**config.mk**
```make
export PLATFORM = sky130hd
export DESIGN_NAME = mmio_uart_tx
export DESIGN_NICKNAME = d
export VERILOG_FILES = /design/src/rtl/mmio_uart_tx.sv
export SDC_FILE = /design/constraint.sdc
export NUM_CORES = 1
export LEC_CHECK = 0
export ABC_CLOCK_PERIOD_IN_PS = 3400
export CORE_AREA = 2 2 125 127
export CTS_CLUSTER_DIAMETER = 30
export DETAILED_ROUTE_END_ITERATION = 6
export DIE_AREA = 0 0 127 129
export GPL_TIMING_DRIVEN = 1
export PLACE_DENSITY = 0.64
export SLEW_MARGIN = 20
export SYNTH_ARGS = -nofsm -noshare
export SYNTH_HDL_FRONTEND = slang
export SYNTH_SLANG_ARGS = --single-unit
export TNS_END_PERCENT = 10
```
**constraint.sdc**
```tcl
create_clock -name clk -period 3.4 [get_ports clk]
set_clock_uncertainty 0.05 [all_clocks]
set_input_delay 0.85 -clock clk [delete_from_list [all_inputs] [get_ports clk]]
set_output_delay 0.85 -clock clk [all_outputs]
set_load 0.01 [all_outputs]
```
**src/rtl/mmio_uart_tx.sv**
```systemverilog
// Memory-mapped 8N1 UART transmitter: CPU stores feed a byte FIFO that is
// serialised on o_tx with a programmable bit period (BAUDDIV clocks per bit).
module mmio_uart_tx #(
    parameter logic [29:0] BASE_ADDR   = 30'h0400_0000,
    parameter int unsigned FIFO_AW     = 3,
    parameter logic [15:0] DEFAULT_DIV = 16'd4
) (
    input  logic        clk,
    input  logic        rst_n,
    input  logic [29:0] i_mmio_addr,
    input  logic [31:0] i_mmio_data,
    input  logic [3:0]  i_mmio_mask,
    input  logic        i_mmio_wren,
    output logic [31:0] o_mmio_data,
    output logic        o_tx,
    output logic        o_busy
);
    localparam int unsigned DEPTH = 1 << FIFO_AW;

    typedef enum logic [1:0] {IDLE, START, DATA, STOP} state_t;

    state_t             state, state_n;
    logic [15:0]        div, cnt, cnt_n, div_eff, reload;
    logic [2:0]         bit_idx, bit_idx_n;
    logic [7:0]         shifter, shifter_n;
    logic [7:0]         mem [DEPTH];
    logic [FIFO_AW-1:0] wr_ptr, rd_ptr;
    logic [FIFO_AW:0]   count;
    logic               overflow;
    logic               hit, full, empty, line_active;
    logic               push_req, push_ok, pop, ovf_clr;
    logic [1:0]         off;
    logic [31:0]        status, rd_mux;
    logic               unused_bits;

    assign unused_bits = ^{i_mmio_data[31:16], i_mmio_mask[3:2]};

    assign hit      = (i_mmio_addr[29:2] == BASE_ADDR[29:2]);
    assign off      = i_mmio_addr[1:0];
    assign push_req = i_mmio_wren & hit & (off == 2'd0) & i_mmio_mask[0];
    assign ovf_clr  = i_mmio_wren & hit & (off == 2'd1) & i_mmio_mask[0] & i_mmio_data[3];

    // count never exceeds DEPTH, so its MSB alone marks full
    assign full    = count[FIFO_AW];
    assign empty   = (count == '0);
    assign push_ok = push_req & ~full;

    assign line_active = (state != IDLE);
    assign o_busy      = line_active | ~empty;

    assign div_eff = (div == '0) ? 16'd1 : div;
    assign reload  = div_eff - 16'd1;

    always_ff @(posedge clk) begin
        if (push_ok) begin
            mem[wr_ptr] <= i_mmio_data[7:0];
        end
    end

    always_ff @(posedge clk or negedge rst_n) begin
        if (!rst_n) begin
            wr_ptr   <= '0;
            rd_ptr   <= '0;
            count    <= '0;
            overflow <= 1'b0;
            div      <= DEFAULT_DIV;
        end else begin
            if (push_ok) wr_ptr <= wr_ptr + 1'b1;
            if (pop)     rd_ptr <= rd_ptr + 1'b1;
            case ({push_ok, pop})
                2'b10:   count <= count + (FIFO_AW+1)'(1);
                2'b01:   count <= count - (FIFO_AW+1)'(1);
                default: count <= count;
            endcase
            if (push_req && full) begin
                overflow <= 1'b1;
            end else if (ovf_clr) begin
                overflow <= 1'b0;
            end
            if (i_mmio_wren && hit && off == 2'd2) begin
                if (i_mmio_mask[0]) div[7:0]  <= i_mmio_data[7:0];
                if (i_mmio_mask[1]) div[15:8] <= i_mmio_data[15:8];
            end
        end
    end

    always_comb begin
        status                 = '0;
        status[0]              = line_active;
        status[1]              = full;
        status[2]              = empty;
        status[3]              = overflow;
        status[FIFO_AW+8:8]    = count;
        rd_mux                 = '0;
        if (hit) begin
            case (off)
                2'd1:    rd_mux = status;
                2'd2:    rd_mux = {16'h0000, div};
                default: rd_mux = '0;
            endcase
        end
    end

    always_ff @(posedge clk or negedge rst_n) begin
        if (!rst_n) begin
            o_mmio_data <= '0;
        end else begin
            o_mmio_data <= rd_mux;
        end
    end

    always_ff @(posedge clk or negedge rst_n) begin
        if (!rst_n) begin
            state   <= IDLE;
            cnt     <= '0;
            bit_idx <= '0;
            shifter <= '0;
        end else begin
            state   <= state_n;
            cnt     <= cnt_n;
            bit_idx <= bit_idx_n;
            shifter <= shifter_n;
        end
    end

    always_comb begin
        state_n   = state;
        cnt_n     = cnt;
        bit_idx_n = bit_idx;
        shifter_n = shifter;
        pop       = 1'b0;
        o_tx      = 1'b1;
        case (state)
            IDLE: begin
                if (!empty) begin
                    pop       = 1'b1;
                    shifter_n = mem[rd_ptr];
                    cnt_n     = reload;
                    state_n   = START;
                end
            end
            START: begin
                o_tx = 1'b0;
                if (cnt == '0) begin
                    cnt_n     = reload;
                    bit_idx_n = '0;
                    state_n   = DATA;
                end else begin
                    cnt_n = cnt - 16'd1;
                end
            end
            DATA: begin
                o_tx = shifter[0];
                if (cnt == '0) begin
                    cnt_n     = reload;
                    shifter_n = {1'b0, shifter[7:1]};
                    if (bit_idx == 3'd7) begin
                        state_n = STOP;
                    end else begin
                        bit_idx_n = bit_idx + 3'd1;
                    end
                end else begin
                    cnt_n = cnt - 16'd1;
                end
            end
            STOP: begin
                if (cnt == '0) begin
                    state_n = IDLE;
                end else begin
                    cnt_n = cnt - 16'd1;
                end
            end
            default: state_n = IDLE;
        endcase
    end
endmodule

```
; ---- Yosys cells after proc, flatten, opt, wreduce, memory -nomap -nowiden
; Memory sizes are Yosys's and may differ from the RTL's.
; Cells that the tools add are included.
[op_classes]
addsub = 7
multipliers = 0
div = 0
order_cmp = 0
eq_ne = 16
shifts = 0
mux = 28
bitwise_logic = 10
reduce_logical = 20
[op_table]
columns = op, n
row1 = $mux 16, 5
row2 = $pmux 16 s3, 1
row3 = $logic_not 16->1, 2
row4 = $pmux 16 s2, 1
row5 = $sub 16x1->16 const B, 2
row6 = $eq 28x25->1 const B, 1
row7 = $mux 8, 2
row8 = $pmux 8 s2, 1
row9 = $ne 2x2->1 const B, 7
row10 = $mux 2, 5
row11 = $reduce_bool 2->1, 5
row12 = $add 3x1->3 const B, 3
row13 = $mux 3, 3
row14 = $eq 2x2->1 const B, 4
row15 = $pmux 2 s4, 1
row16 = $pmux 4 s2, 1
row17 = $and 1x1->1, 7
row18 = $eq 2x1->1 const B, 3
row19 = $mux 1, 6
row20 = $pmux 3 s2, 1
row21 = $reduce_and 2->1, 3
row22 = $reduce_and 5->1, 1
row23 = $add 4x1->4 const B, 1
row24 = $logic_not 2->1, 2
row25 = 10 further kinds, 13
[word_totals]
register_bits = 88
latchBits = 0
ram_bits = 64
mem_bits_ro = 0
inputBits = 69
word_cells = 93
mem_count = 1
[memory_table]
columns = name, depth, word_bits, rd, rd_clocked_by_memory_dff, wr, line
row1 = mem, 8, 8, 1, 0, 1, 26  ; logic [7:0] mem [DEPTH];

; ---- Logic depth before layout (Yosys ltp)
[logic_depth]
ltp_word = 7
mapped_depth = 12

; ---- Worst setup path before layout
; No wires, ideal clock.
[synth_timing]
kind = in2reg
start = in i_mmio_addr[12]
end = mem mem[4][0], enable pin
setup_ns = 0.398
t_arrival_ns = 2.860
required_ns = 2.952
slack_ns = 0.092
path_stages = 5
cell_sequence = nor4_1 -> nand4_1 -> or3_1 -> clkbuf_1 -> nor4b_1
[synth_between]
elab_chain_cells = 7
[synth_rtl]
columns = item, line
row1 = from (decl), 10  ; input logic [29:0] i_mmio_addr,
row2 = $eq 28x25->1, 38  ; assign hit = (i_mmio_addr[29:2] == BASE_ADDR[29:2]);
row3 = $and 1x1->1 (3 in a row), 40  ; assign push_req = i_mmio_wren & hit & (off == 2'd0) & i_mmio_mask[0];
row4 = $and 1x1->1, 46  ; assign push_ok = push_req & ~full;
row5 = $mux 1, 55  ; if (push_ok) begin
row6 = $mux 1 (not written as such), 56  ; mem[wr_ptr] <= i_mmio_data[7:0];
row7 = to (decl), 26
; No other way between the ends.

; ---- Worst setup path after layout
[layout_timing]
start = reg count[1]
end = out o_busy
[layout_between]
elab_chain_cells = 3
[layout_rtl]
columns = item, line
row1 = from (decl), 28  ; logic [FIFO_AW:0] count;
row2 = from (signal assigned), 71  ; 2'b10: count <= count + (FIFO_AW+1)'(1);
row3 = from (signal assigned), 72  ; 2'b01: count <= count - (FIFO_AW+1)'(1);
row4 = from (signal assigned), 73  ; default: count <= count;
row5 = $logic_not 4->1, 45  ; assign empty = (count == '0);
row6 = $not 1->1, 49  ; assign o_busy = line_active | ~empty;
row7 = $or 1x1->1, 49
row8 = to (decl), 16  ; output logic o_busy
; No other way between the ends.

==> metrics <==
share of cells above drive strength 1 17.2%; Final WS setup 0.252 ns; # clock sinks 136; FFs w/ async S/R, synth 52.9%; Clk pwr share 49.6%; pwr dens 471 nW/µm²; Final Max Slew Viols 0; Synth Area in Adders 3.71%; vias in the first global route 4566; root buffer cell clkbuf_16; reg2reg path depth 10; core area 15000 µm²; Initial Util 44.2%; Max Fclk 318 MHz; ant diodes 0; ys flop type dfrtp_1; setup bufs post-CTS 0; synthesis-to-layout area growth 22.9%; #FFs+latches synth 136; total track usage 18.3%; vias after detailed routing 4425; post-layout util 54.3%; Max VDD drop 0.000388 V; mux contribution to synthesized area 11.4%; site row count 45; H-tree levels 4; # port buffers 68; Final period util 92.6%; drt first-iter violations 299; Yosys cell types 69; Gate power share 4.2%; largest net degree at the start of global routing 73; Die X 127 µm; Nets 686; Resize count post-CTS 0; Worst Setup Start Kind flip-flop; die area 16400 µm²; total CTS buffers 17; Post-CTS Hold Buffers 0; crit path DAT 2.25 ns; Final Cell Area 8130 µm²; run status finished clean; Post-Syn Instances 515; Hold Fails Final Rpt 0; routed len/inst 17.7 µm; initial antenna violation count 0; Internal 3040 µW; gr ovfl total 0; Critical Path Sink Type primary output; setup violators final 0; mapped cell area 6620 µm²; Final min period 3.15 ns; Synth Area in Simple Gates 12.1%; syn_area_per_cell 12.8 µm²; worst setup path category flip-flop to primary output; CTS tree built; worst-skew pair later-pin latency 0.42 ns; clk buf depth 2; residual DRC count 0; Leak Pwr 0.00338 µW; RSZ-0062 raised after global routing false; Die Span Y 129 µm; CP required 2.50 ns; cell area after placement 7510 µm²; CP max FO 10; largest family of logic cells by synthesized area simple AND/OR/NAND/NOR gates; clk slew on worst S/H paths 0.06 ns; hold path cells 1; number of synthesized flops with an enable pin 64; xor and xnor fraction of the mapped netlist area 2.38%; sequential share of power 46.1%; Worst Tran Pin Value 0.917 ns; hpwl dp 10100 µm; Syn. warnings 0; Slew HR 38.8%; drt first pass iters 4; final WL 14100 µm; switching part of the total 20.7%; num ports 103; maximum capacitance violations 0; placer congestion estimate 0.832; Hold Path Class flip-flop to flip-flop; switching pwr 792 µW; Final ANT Viol Nets 0; first-pass GRT wire length 23100 µm; pre-CTS WS -0.161 ns; Synth Area in Compound Gates 9.34%; Seq/Total Area, Yosys 56.3%; routed vias/inst 5.54
==> cell usage after synthesis, drive strengths merged (6+ instances only) <==
cell type / instances / area share [%]
a21o: 6 / 0.68
a21oi: 7 / 0.53
a221o: 8 / 1.2
a22oi: 7 / 0.79
and3: 10 / 0.95
buf: 26 / 2.7
clkbuf: 14 / 0.81
dfrtp: 71 / 27
edfxtp: 64 / 29
ha: 18 / 3.4
inv: 20 / 1.1
mux2: 26 / 4.5
mux2i: 10 / 1.5
mux4: 16 / 5.4
nand2: 35 / 2.0
nand3: 7 / 0.53
nor2: 31 / 1.8
nor3: 13 / 1.1
nor4: 19 / 2.3
o21ai: 23 / 1.7
xnor2: 8 / 1.1
xor2: 10 / 1.3
==> critical path, stage by stage, from the launching register on <==
cell and delay (ns):
dfrtp_1 0.43, nor4_1 0.31, buf_4 0.19, and2_4 0.22
inv_1 0.15, clkdlybuf4s50_1 0.51
==> logic make-up (layout without fill, tap and decap cells) <==
logic type                 after synthesis  in the layout
and+or+nand+nor                        145            145
DFF                                    136            136
AOI/OAI and AO/OA                       84             84
buffers and inverters                   60            141
muxes                                   52             52
adders and majority gates               19             19
xor gates and xnor gates                18             18
other                                    1             16
==> power by group through the flow <==
stage | registers, µW | logic [µW] | clock network, µW
6_report | 1770 | 162 | 1900
5_1_grt | 1770 | 178 | 2010
4_1_cts | 1770 | 165 | 1940
3_5_place_dp | 1800 | 164 | 0
3_3_place_gp | 1800 | 159 | 0
2_1_floorplan | 1790 | 76.7 | 0
==> registers in the layout, summed over array words and instances (netlist names) <==
| signal | flops |
|---|---|
| bit_idx | 3 |
| cnt | 16 |
| count | 4 |
| div | 16 |
| mem | 64 |
| o_mmio_data | 16 |
| overflow | 1 |
| rd_ptr | 3 |
| shifter | 8 |
| state | 2 |
| wr_ptr | 3 |
==> final cells by class <==
type / count / area, µm²
Clock buffer: 19 / 453
Inverter: 20 / 75.1
Clock inverter: 13 / 168
Sequential cell: 136 / 3720
Multi-Input combinational cell: 334 / 2640
Tap cell: 188 / 235
Timing Repair Buffer: 89 / 836
Fill cell: 1254 / 6840
==> metal layers <==
metal  routed length, µm  GRT usage, %  vias to the layer above
met1                6040          23.0                     2178
met4                 269          7.56                        0
met3                 752          4.41                       23
met5                   0             0                        -
met2                7050          30.6                      134
li1                    -             -                     2090
==> stage by stage <==
step	hold WS [ns]	setup TNS, ns	instances	power (µW)
after floorplan	0.400	0	530	1870
after global placement	0.414	-0.131	767	1960
after detailed placement	0.433	-0.167	767	1960
after CTS	0.445	0	799	3870
after global routing	0.470	0	799	3960
final	0.441	0	799	3830
==> layout by cell type, fill, tap and decap left out, types with 3 or more instances in the layout <==
cell type	instances
dfrtp_1	71
clkdlybuf4s50_1	67
edfxtp_1	64
nand2_1	35
nor2_1	31
mux2_2	25
o21ai_0	23
buf_4	22
inv_1	20
ha_1	18
clkbuf_16	17
nor4_1	16
mux4_2	16
conb_1	16
nor3_1	12
and3_1	10
xor2_1	10
mux2i_1	10
xnor2_1	8
a221o_1	8
nand3_1	7
a21oi_1	7
a22oi_1	7
a21o_1	6
nand4_1	5
or3_1	5
a22o_1	5
nand2b_1	4
nor4b_1	4
a211o_1	4
nor3b_1	3
o21a_1	3
bufinv_16	3
inv_6	3
==> worst paths after layout <==
path	from	end	slack [ns]
worst max-delay path	count[1]	o_busy	0.25
worst min-delay path	shifter[7]	shifter[7]	0.44
worst max register to register	div[11]	cnt[12]	0.65
worst min register to register	shifter[7]	shifter[7]	0.44
max in group asynchronous	rst_n	wr_ptr[1]	2.19
min in group asynchronous	rst_n	cnt[10]	0.53
(Power assumes the default switching activity.)
